### src/rtl/br_cmp_pipe_pkg.sv
// Shared RV32I type definitions used by the branch comparator pipeline.
// Latency: n/a (types, constants and a helper function only).
// Backpressure: n/a.
package rv32i_types;

  // RV32I branch funct3 encodings; 3'b010 and 3'b011 are unused by the ISA.
  typedef enum logic [2:0] {
    BR_BEQ  = 3'b000,
    BR_BNE  = 3'b001,
    BR_BLT  = 3'b100,
    BR_BGE  = 3'b101,
    BR_BLTU = 3'b110,
    BR_BGEU = 3'b111
  } branch_funct3_t;

  localparam int         BR_TAG_W   = 5;
  localparam logic [2:0] BR_F3_ILL0 = 3'b010;
  localparam logic [2:0] BR_F3_ILL1 = 3'b011;

  // Result word carried down the comparator pipeline.
  typedef struct packed {
    logic                br_en;
    logic                mispred;
    logic                illegal;
    logic [BR_TAG_W-1:0] tag;
  } br_res_t;

  // True for the two funct3 values that do not encode a branch.
  function automatic logic br_f3_illegal(input logic [2:0] f3);
    return (f3 == BR_F3_ILL0) || (f3 == BR_F3_ILL1);
  endfunction

endpackage

### src/rtl/br_cmp_pipe_if.sv
// Request/response bundle of the branch comparator pipeline.
// Latency: n/a (wiring only).
// Backpressure: in_ready/out_ready valid-ready pairs on both sides.
interface br_cmp_pipe_if #(
  parameter int WIDTH = 32,
  parameter int TAG_W = 5
);

  logic             in_valid;
  logic             in_ready;
  logic [2:0]       in_cmpop;
  logic [WIDTH-1:0] in_a;
  logic [WIDTH-1:0] in_b;
  logic             in_pred;
  logic [TAG_W-1:0] in_tag;
  logic             out_valid;
  logic             out_ready;
  logic             out_br_en;
  logic             out_mispred;
  logic             out_illegal;
  logic [TAG_W-1:0] out_tag;

  // Requester / result consumer side.
  modport master (
    output in_valid, in_cmpop, in_a, in_b, in_pred, in_tag, out_ready,
    input  in_ready, out_valid, out_br_en, out_mispred, out_illegal, out_tag
  );

  // Comparator side.
  modport slave (
    input  in_valid, in_cmpop, in_a, in_b, in_pred, in_tag, out_ready,
    output in_ready, out_valid, out_br_en, out_mispred, out_illegal, out_tag
  );

endinterface

### src/rtl/br_cmp_pipe_stage.sv
// One valid/ready register slice of the comparator result pipeline.
// Latency: 1 cycle; full throughput (ready looks through to downstream).
// Backpressure: holds its entry while dn_rdy=0; flush and reset drop the entry.
module br_cmp_stage
  import rv32i_types::*;
#(
  parameter type T = br_res_t
) (
  input  logic clk,
  input  logic rst_n,
  input  logic flush,
  input  logic up_vld,
  output logic up_rdy,
  input  T     up_dat,
  output logic dn_vld,
  input  logic dn_rdy,
  output T     dn_dat
);

  logic vld_q;
  T     dat_q;

  // Slice can take a new entry when empty or when its entry leaves this cycle.
  assign up_rdy = !vld_q || dn_rdy;

  // Valid bit and payload register; flush wins over any load.
  always_ff @(posedge clk or negedge rst_n) begin
    if (!rst_n) begin
      vld_q <= 1'b0;
      dat_q <= '0;
    end else if (flush) begin
      vld_q <= 1'b0;
    end else if (up_rdy) begin
      vld_q <= up_vld;
      if (up_vld) begin
        dat_q <= up_dat;
      end
    end
  end

  assign dn_vld = vld_q;
  assign dn_dat = dat_q;

endmodule

### src/rtl/br_cmp_pipe.sv
// Pipelined RV32I branch comparator: outcome, mispredict and illegal-funct3 flags.
// Latency: STAGES cycles from acceptance to out_valid, one result per cycle.
// Backpressure: out_ready=0 freezes the last slice and ripples back to in_ready.
module br_cmp_pipe
  import rv32i_types::*;
#(
  parameter int WIDTH  = 32,
  parameter int STAGES = 1,
  parameter int TAG_W  = BR_TAG_W
) (
  input logic          clk,
  input logic          rst_n,
  input logic          flush,
  br_cmp_pipe_if.slave bus
);

  typedef struct packed {
    logic             br_en;
    logic             mispred;
    logic             illegal;
    logic [TAG_W-1:0] tag;
  } res_t;

  logic [WIDTH-1:0] op_a;
  logic [WIDTH-1:0] op_b;
  logic             eq;
  logic             lt_s;
  logic             lt_u;
  logic             br_en;
  logic             illegal;
  res_t             in_res;

  assign op_a = bus.in_a;
  assign op_b = bus.in_b;

  // Plain WIDTH-bit compares; illegal funct3 forces a not-taken, non-mispredicted result.
  always_comb begin
    eq      = (op_a == op_b);
    lt_s    = ($signed(op_a) < $signed(op_b));
    lt_u    = (op_a < op_b);
    illegal = br_f3_illegal(bus.in_cmpop);
    br_en   = 1'b0;
    case (bus.in_cmpop)
      BR_BEQ:  br_en = eq;
      BR_BNE:  br_en = !eq;
      BR_BLT:  br_en = lt_s;
      BR_BGE:  br_en = !lt_s;
      BR_BLTU: br_en = lt_u;
      BR_BGEU: br_en = !lt_u;
      default: br_en = 1'b0;
    endcase
    in_res.br_en   = br_en;
    in_res.mispred = !illegal && (br_en != bus.in_pred);
    in_res.illegal = illegal;
    in_res.tag     = bus.in_tag;
  end

  // Chain of STAGES slices; each slice's ready looks at the next one (or out_ready).
  for (genvar i = 0; i < STAGES; i++) begin : g_stg
    logic up_vld;
    res_t up_dat;
    logic dn_rdy;
    logic vld;
    res_t dat;
    logic rdy;

    if (i == 0) begin : g_head
      assign up_vld = bus.in_valid;
      assign up_dat = in_res;
    end else begin : g_body
      assign up_vld = g_stg[i-1].vld;
      assign up_dat = g_stg[i-1].dat;
    end

    if (i == STAGES - 1) begin : g_tail
      assign dn_rdy = bus.out_ready;
    end else begin : g_link
      assign dn_rdy = g_stg[i+1].rdy;
    end

    br_cmp_stage #(.T(res_t)) u_stage (
      .clk    (clk),
      .rst_n  (rst_n),
      .flush  (flush),
      .up_vld (up_vld),
      .up_rdy (rdy),
      .up_dat (up_dat),
      .dn_vld (vld),
      .dn_rdy (dn_rdy),
      .dn_dat (dat)
    );
  end

  // in_ready reads 1 during flush; the slices themselves refuse the load.
  assign bus.in_ready    = g_stg[0].rdy || flush;
  assign bus.out_valid   = g_stg[STAGES-1].vld;
  assign bus.out_br_en   = g_stg[STAGES-1].dat.br_en;
  assign bus.out_mispred = g_stg[STAGES-1].dat.mispred;
  assign bus.out_illegal = g_stg[STAGES-1].dat.illegal;
  assign bus.out_tag     = g_stg[STAGES-1].dat.tag;

endmodule

### src/flat_wrapper.sv
// flat-port wrapper written by rule: the top's interface ports become plain ports
module br_cmp_pipe_flat import rv32i_types::*;
#(
  parameter int WIDTH  = 32,
  parameter int STAGES = 1,
  parameter int TAG_W  = BR_TAG_W
)
  (clk, rst_n, flush, bus_in_valid, bus_in_cmpop, bus_in_a, bus_in_b, bus_in_pred, bus_in_tag, bus_out_ready, bus_in_ready, bus_out_valid, bus_out_br_en, bus_out_mispred, bus_out_illegal, bus_out_tag);
  br_cmp_pipe_if #(.WIDTH(WIDTH), .TAG_W(TAG_W)) bus_i ();
  input logic clk;
  input logic rst_n;
  input logic flush;
  input wire logic [$bits(bus_i.in_valid)-1:0] bus_in_valid;
  input wire logic [$bits(bus_i.in_cmpop)-1:0] bus_in_cmpop;
  input wire logic [$bits(bus_i.in_a)-1:0] bus_in_a;
  input wire logic [$bits(bus_i.in_b)-1:0] bus_in_b;
  input wire logic [$bits(bus_i.in_pred)-1:0] bus_in_pred;
  input wire logic [$bits(bus_i.in_tag)-1:0] bus_in_tag;
  input wire logic [$bits(bus_i.out_ready)-1:0] bus_out_ready;
  output wire logic [$bits(bus_i.in_ready)-1:0] bus_in_ready;
  output wire logic [$bits(bus_i.out_valid)-1:0] bus_out_valid;
  output wire logic [$bits(bus_i.out_br_en)-1:0] bus_out_br_en;
  output wire logic [$bits(bus_i.out_mispred)-1:0] bus_out_mispred;
  output wire logic [$bits(bus_i.out_illegal)-1:0] bus_out_illegal;
  output wire logic [$bits(bus_i.out_tag)-1:0] bus_out_tag;
  assign bus_i.in_valid = bus_in_valid;
  assign bus_i.in_cmpop = bus_in_cmpop;
  assign bus_i.in_a = bus_in_a;
  assign bus_i.in_b = bus_in_b;
  assign bus_i.in_pred = bus_in_pred;
  assign bus_i.in_tag = bus_in_tag;
  assign bus_i.out_ready = bus_out_ready;
  assign bus_in_ready = bus_i.in_ready;
  assign bus_out_valid = bus_i.out_valid;
  assign bus_out_br_en = bus_i.out_br_en;
  assign bus_out_mispred = bus_i.out_mispred;
  assign bus_out_illegal = bus_i.out_illegal;
  assign bus_out_tag = bus_i.out_tag;
  br_cmp_pipe #(.WIDTH(WIDTH), .STAGES(STAGES), .TAG_W(TAG_W)) u_core (.clk(clk), .rst_n(rst_n), .flush(flush), .bus(bus_i));
endmodule
### config.mk
export PLATFORM = sky130hd
export DESIGN_NAME = br_cmp_pipe_flat
export DESIGN_NICKNAME = d
export VERILOG_FILES = /design/src/rtl/br_cmp_pipe_pkg.sv /design/src/rtl/br_cmp_pipe_if.sv /design/src/rtl/br_cmp_pipe_stage.sv /design/src/rtl/br_cmp_pipe.sv /design/src/flat_wrapper.sv
export SDC_FILE = /design/constraint.sdc
export NUM_CORES = 1
export LEC_CHECK = 0
export BUFFER_PORTS_ARGS = -buffer_cell sky130_fd_sc_hd__buf_2
export CAP_MARGIN = 20
export CELL_PAD_IN_SITES_DETAIL_PLACEMENT = 1
export CELL_PAD_IN_SITES_GLOBAL_PLACEMENT = 2
export CORE_MARGIN = 10
export CORE_UTILIZATION = 21
export DETAILED_ROUTE_END_ITERATION = 12
export PLACE_DENSITY_LB_ADDON = 0.1
export RECOVER_POWER = 25
export REMOVE_ABC_BUFFERS = 1
export SYNTH_ARGS = -nofsm -noshare
export SYNTH_HDL_FRONTEND = slang
export SYNTH_HIERARCHICAL = 1
export SYNTH_SLANG_ARGS = --single-unit
### constraint.sdc
create_clock -name clk -period 1.7 [get_ports clk]
set_input_delay 0.17 -clock clk [delete_from_list [all_inputs] [get_ports clk]]
set_output_delay 0.17 -clock clk [all_outputs]
set_load 0.03 [all_outputs]
==> flow_summary_export.csv <==
group,metric,value,unit
global_routing,grt_first_pass_wirelength,7010,um
final_layout,area_taken_by_multi_input_logic_gates,1020,um^2
final_layout,fillerInstances,710,
final_layout,layout.area.seq,225,um^2
critical_path,worstSetupEndpointType,"flip-flop",
power,int_pwr,678,uW
power,power_density,508,nW/um^2
sta,period_needed,2080,ps
sta,maxSlewViolCount,0,
power,fin_total_pwr,1050,uW
logic_synthesis,synth_area_per_cell,8.49,um^2
sta,fmaxAchievable,480,MHz
logic_synthesis,async_flop_share,100,%
critical_path,cp.required,1820,ps
drt,finalWirelength,4250,um
sta,worstMarginPinSlew,506,ps
final_layout,finalCoreUtilization,35.2,%
power,comb_power_share,50.7,%
sta,report.final.setup_viol,2,
critical_path,timing.setup.critical_path_class,"input port to flip-flop",
sta,timing.final.ws_setup,-382,ps
logic_synthesis,distinct_cell_type_count_of_the_synthesized_netlist,27,
drt,route.detailed.vias_per_inst,4.12,
worst_hold_path,hold_depth,2,
critical_path,worstRegToRegCells,3,
drt,drt-wirelength-per-cell,12.9,um
floorplan,top_level_ports,88,
power,power.switching,370,uW
global_routing,grt.total_usage,8.69,%
clock_network,worst_skew_pair.late_latency,230,ps
worst_hold_path,worstHoldStart,"flush",
sta,timing.clock.skew,3.45,ps
final_layout,num-nets-final,364,
clock_network,cts_max_path_buffers,2,
power,power.static_leakage,0.00115,uW
critical_path,cp-start-kind,"input port",
global_routing,vias_in_the_first_global_route,1501,
placement,port_buffers,87,
drt,vias,1352,
floorplan,fp.dieArea,9480,um^2
critical_path,critical_path.reg2reg.endpoint,"u_core/g_stg[0].u_stage/dn_dat[1]$_DFFE_PN0P_",
sta,layout_worst_path_cycle_share,122,%
global_routing,global_route.usage.met1,9.54,%
run,maxCapViolations,0,
critical_path,rr_startpoint,"u_core/g_stg[0].u_stage/dn_vld$_DFFE_PN0P_",
power,power.share.switching,35.3,%
drt,postRouteAntennaNets,0,
final_layout,areaGrowthSynthToFinish,64.1,%
global_routing,grt.met2_usage,15.8,%
clock_network,tritoncts,"done",
floorplan,initial_standard_cell_utilization_of_the_core,21.5,%
status,failed_checks,"negative setup slack",
status,run_status,"complete, but fails checks",
logic_synthesis,synth_enable_flop_cells,0,
clock_network,numCtsBuffers,3,
logic_synthesis,yosys_reg_bits,9,
drt,drt_pass1_iterations,4,
global_routing,grt_max_degree,10,
critical_path,reg2reg_setup_slack,240,ps
clock_network,ctsHtreeMaxLevel,1,
floorplan,standard_cell_row_count,28,
clock_network,clock_pin_slew_on_the_worst_setup_and_hold_paths,50,ps
final_layout,final_layout_size_suffix_gt1_share,49.8,%
critical_path,critical_path_arrival,2200,ps
logic_synthesis,post_synth_instance_area,1260,um^2
clock_network,number_of_sinks_on_the_clock_net,9,
power,power.share.sequential,25.9,%
logic_synthesis,post_synth_inst_count,148,
final_layout,layout_common_cells,"buf_2, inv_1, ha_1",
worst_hold_path,whs_endpoint,"u_core/g_stg[0].u_stage/dn_vld$_DFFE_PN0P_",
drt,detail_route.drc_violations,0,
worst_hold_path,hold_wc_path_type,"input port to flip-flop",
clock_network,clk_root_buffer_cell,"clkbuf_8",
critical_path,critical_path_peak_fanout,3,
floorplan,chipHeight,97.3,um
placement,routabilityCongestion,0.681,
logic_synthesis,synthesis.yosys.warnings,6,
final_layout,antenna-diode-count,0,
drt,first_iter_violations,15,
logic_synthesis,synth-main-ff-cell,"dfrtp_1",
global_routing,grt-busiest-layer,"met2",
sta,slew-limit-headroom,66.2,%
power,vdd_drop_max,0.558,mV
power,clkPwrFrac,23.3,%
logic_synthesis,synth_seq_area_share,17.9,%
sta,grt_setup_unrepaired,"yes",
placement,post-dp-hpwl,3890,um
placement,place_ws,-791,ps
final_layout,layout_commonest_cell,"buf_2",
global_routing,grtUsageMet3,3.41,%
global_routing,grt_remaining_overflow,0,
sta,hold_violations,0,
global_routing,number_of_antenna_violations_at_the_first_check_in_global_routing,0,
sta,fin_setup_tns,-689,ps
floorplan,die-width,97.3,um
floorplan,core_area,5850,um^2
-- cells by family (layout without fill, tap and decap cells) --
group / Yosys count / count (layout) / synth area share, %
AOI/OAI and AO/OA: 25 / 25 / 12.6
xor gates and xnor gates: 6 / 6 / 4.18
adders and majority gates: 32 / 32 / 31.9
buffers and inverters: 33 / 138 / 9.86
DFF: 9 / 9 / 17.9
muxes: 9 / 9 / 8.37
and+or+nand+nor: 34 / 34 / 15.1
-- sequential cells by signal, summed over array words and instances, names as in the netlist --
signal / cells
u_core/g_stg.u_stage/dn_vld: 1
u_core/g_stg.u_stage/dn_dat: 8
-- power groups by stage --
stage                     Clock [uW]  Sequential [uW]  Combinational, uW
after floorplan                    0              355                215
after CTS                        254              272                543
after global placement             0              272                509
after detailed placement           0              275                509
after global routing             270              277                595
final                            245              272                532
-- final cells by class --
cell class	instances	share of cell area (%)
tap	75	4.55
sequential	9	10.9
multi-input combinational	106	49.3
clock buffer	4	2.18
inverter	33	6.01
timing repair buffer	101	27.1
-- layer usage --
metal / part of all wire [%] / up-vias / routed length [um]
met4: 0.49 / 0 / 21
met1: 41 / 582 / 1750
met5: 0 / - / 0
li1: - / 720 / -
met2: 50 / 48 / 2140
met3: 7.9 / 2 / 335
-- worst max-delay path by stage --
stage | startpoint | end | slack [ps]
CTS | bus_in_a[31] | u_core/g_stg[0].u_stage/dn_dat[6]$_DFFE_PN0P_ | -410
floorplan | bus_in_b[31] | u_core/g_stg[0].u_stage/dn_dat[6]$_DFFE_PN0P_ | -580
global route | bus_in_b[29] | u_core/g_stg[0].u_stage/dn_dat[6]$_DFFE_PN0P_ | -510
finish | bus_in_b[30] | u_core/g_stg[0].u_stage/dn_dat[6]$_DFFE_PN0P_ | -380
global placement | bus_in_b[31] | u_core/g_stg[0].u_stage/dn_dat[6]$_DFFE_PN0P_ | -750
detailed placement | bus_in_a[30] | u_core/g_stg[0].u_stage/dn_dat[6]$_DFFE_PN0P_ | -790
-- through the flow --
step | instances | instance area [um^2] | hold slack [ps]
floorplan | 148 | 1260 | -126
global placement | 319 | 1850 | 37.7
detailed placement | 319 | 1850 | 35.1
CTS | 328 | 2050 | 151
global route | 328 | 2060 | 150
finish | 328 | 2060 | 152
-- timing repair --
item / in CTS / in global routing
gates resized for setup: 15 / 2
pin swaps: 13 / 2
endpoints found under the setup margin: 2 / 2
hold endpoints to repair: 9 / 0
hold buffers: 1 / 0
setup buffers: 4 / 0
-- synth_stat cells (3+ instances only) --
library cell	number	area, um^2
o21ai_0	3	15.0
a21oi_1	13	65.1
ha_1	32	400
dfrtp_1	9	225
xnor2_1	3	26.3
nand3_1	5	25.0
nor3_1	3	15.0
nand2_1	6	22.5
mux2_2	8	90.1
nor2_1	7	26.3
xor2_1	3	26.3
inv_1	33	124
nand4_1	7	43.8
-- critical path, cell delays in order --
cell     delay [ps]
buf_2            80
inv_1            50
ha_4            270
nand4_1         130
buf_4           170
nor4_2          150
buf_4           180
nand3_4         100
xor2_4          180
xor2_1          150
nor2_1           60
mux2_4          260
mux2_4          250
(Power assumes the default switching activity.)
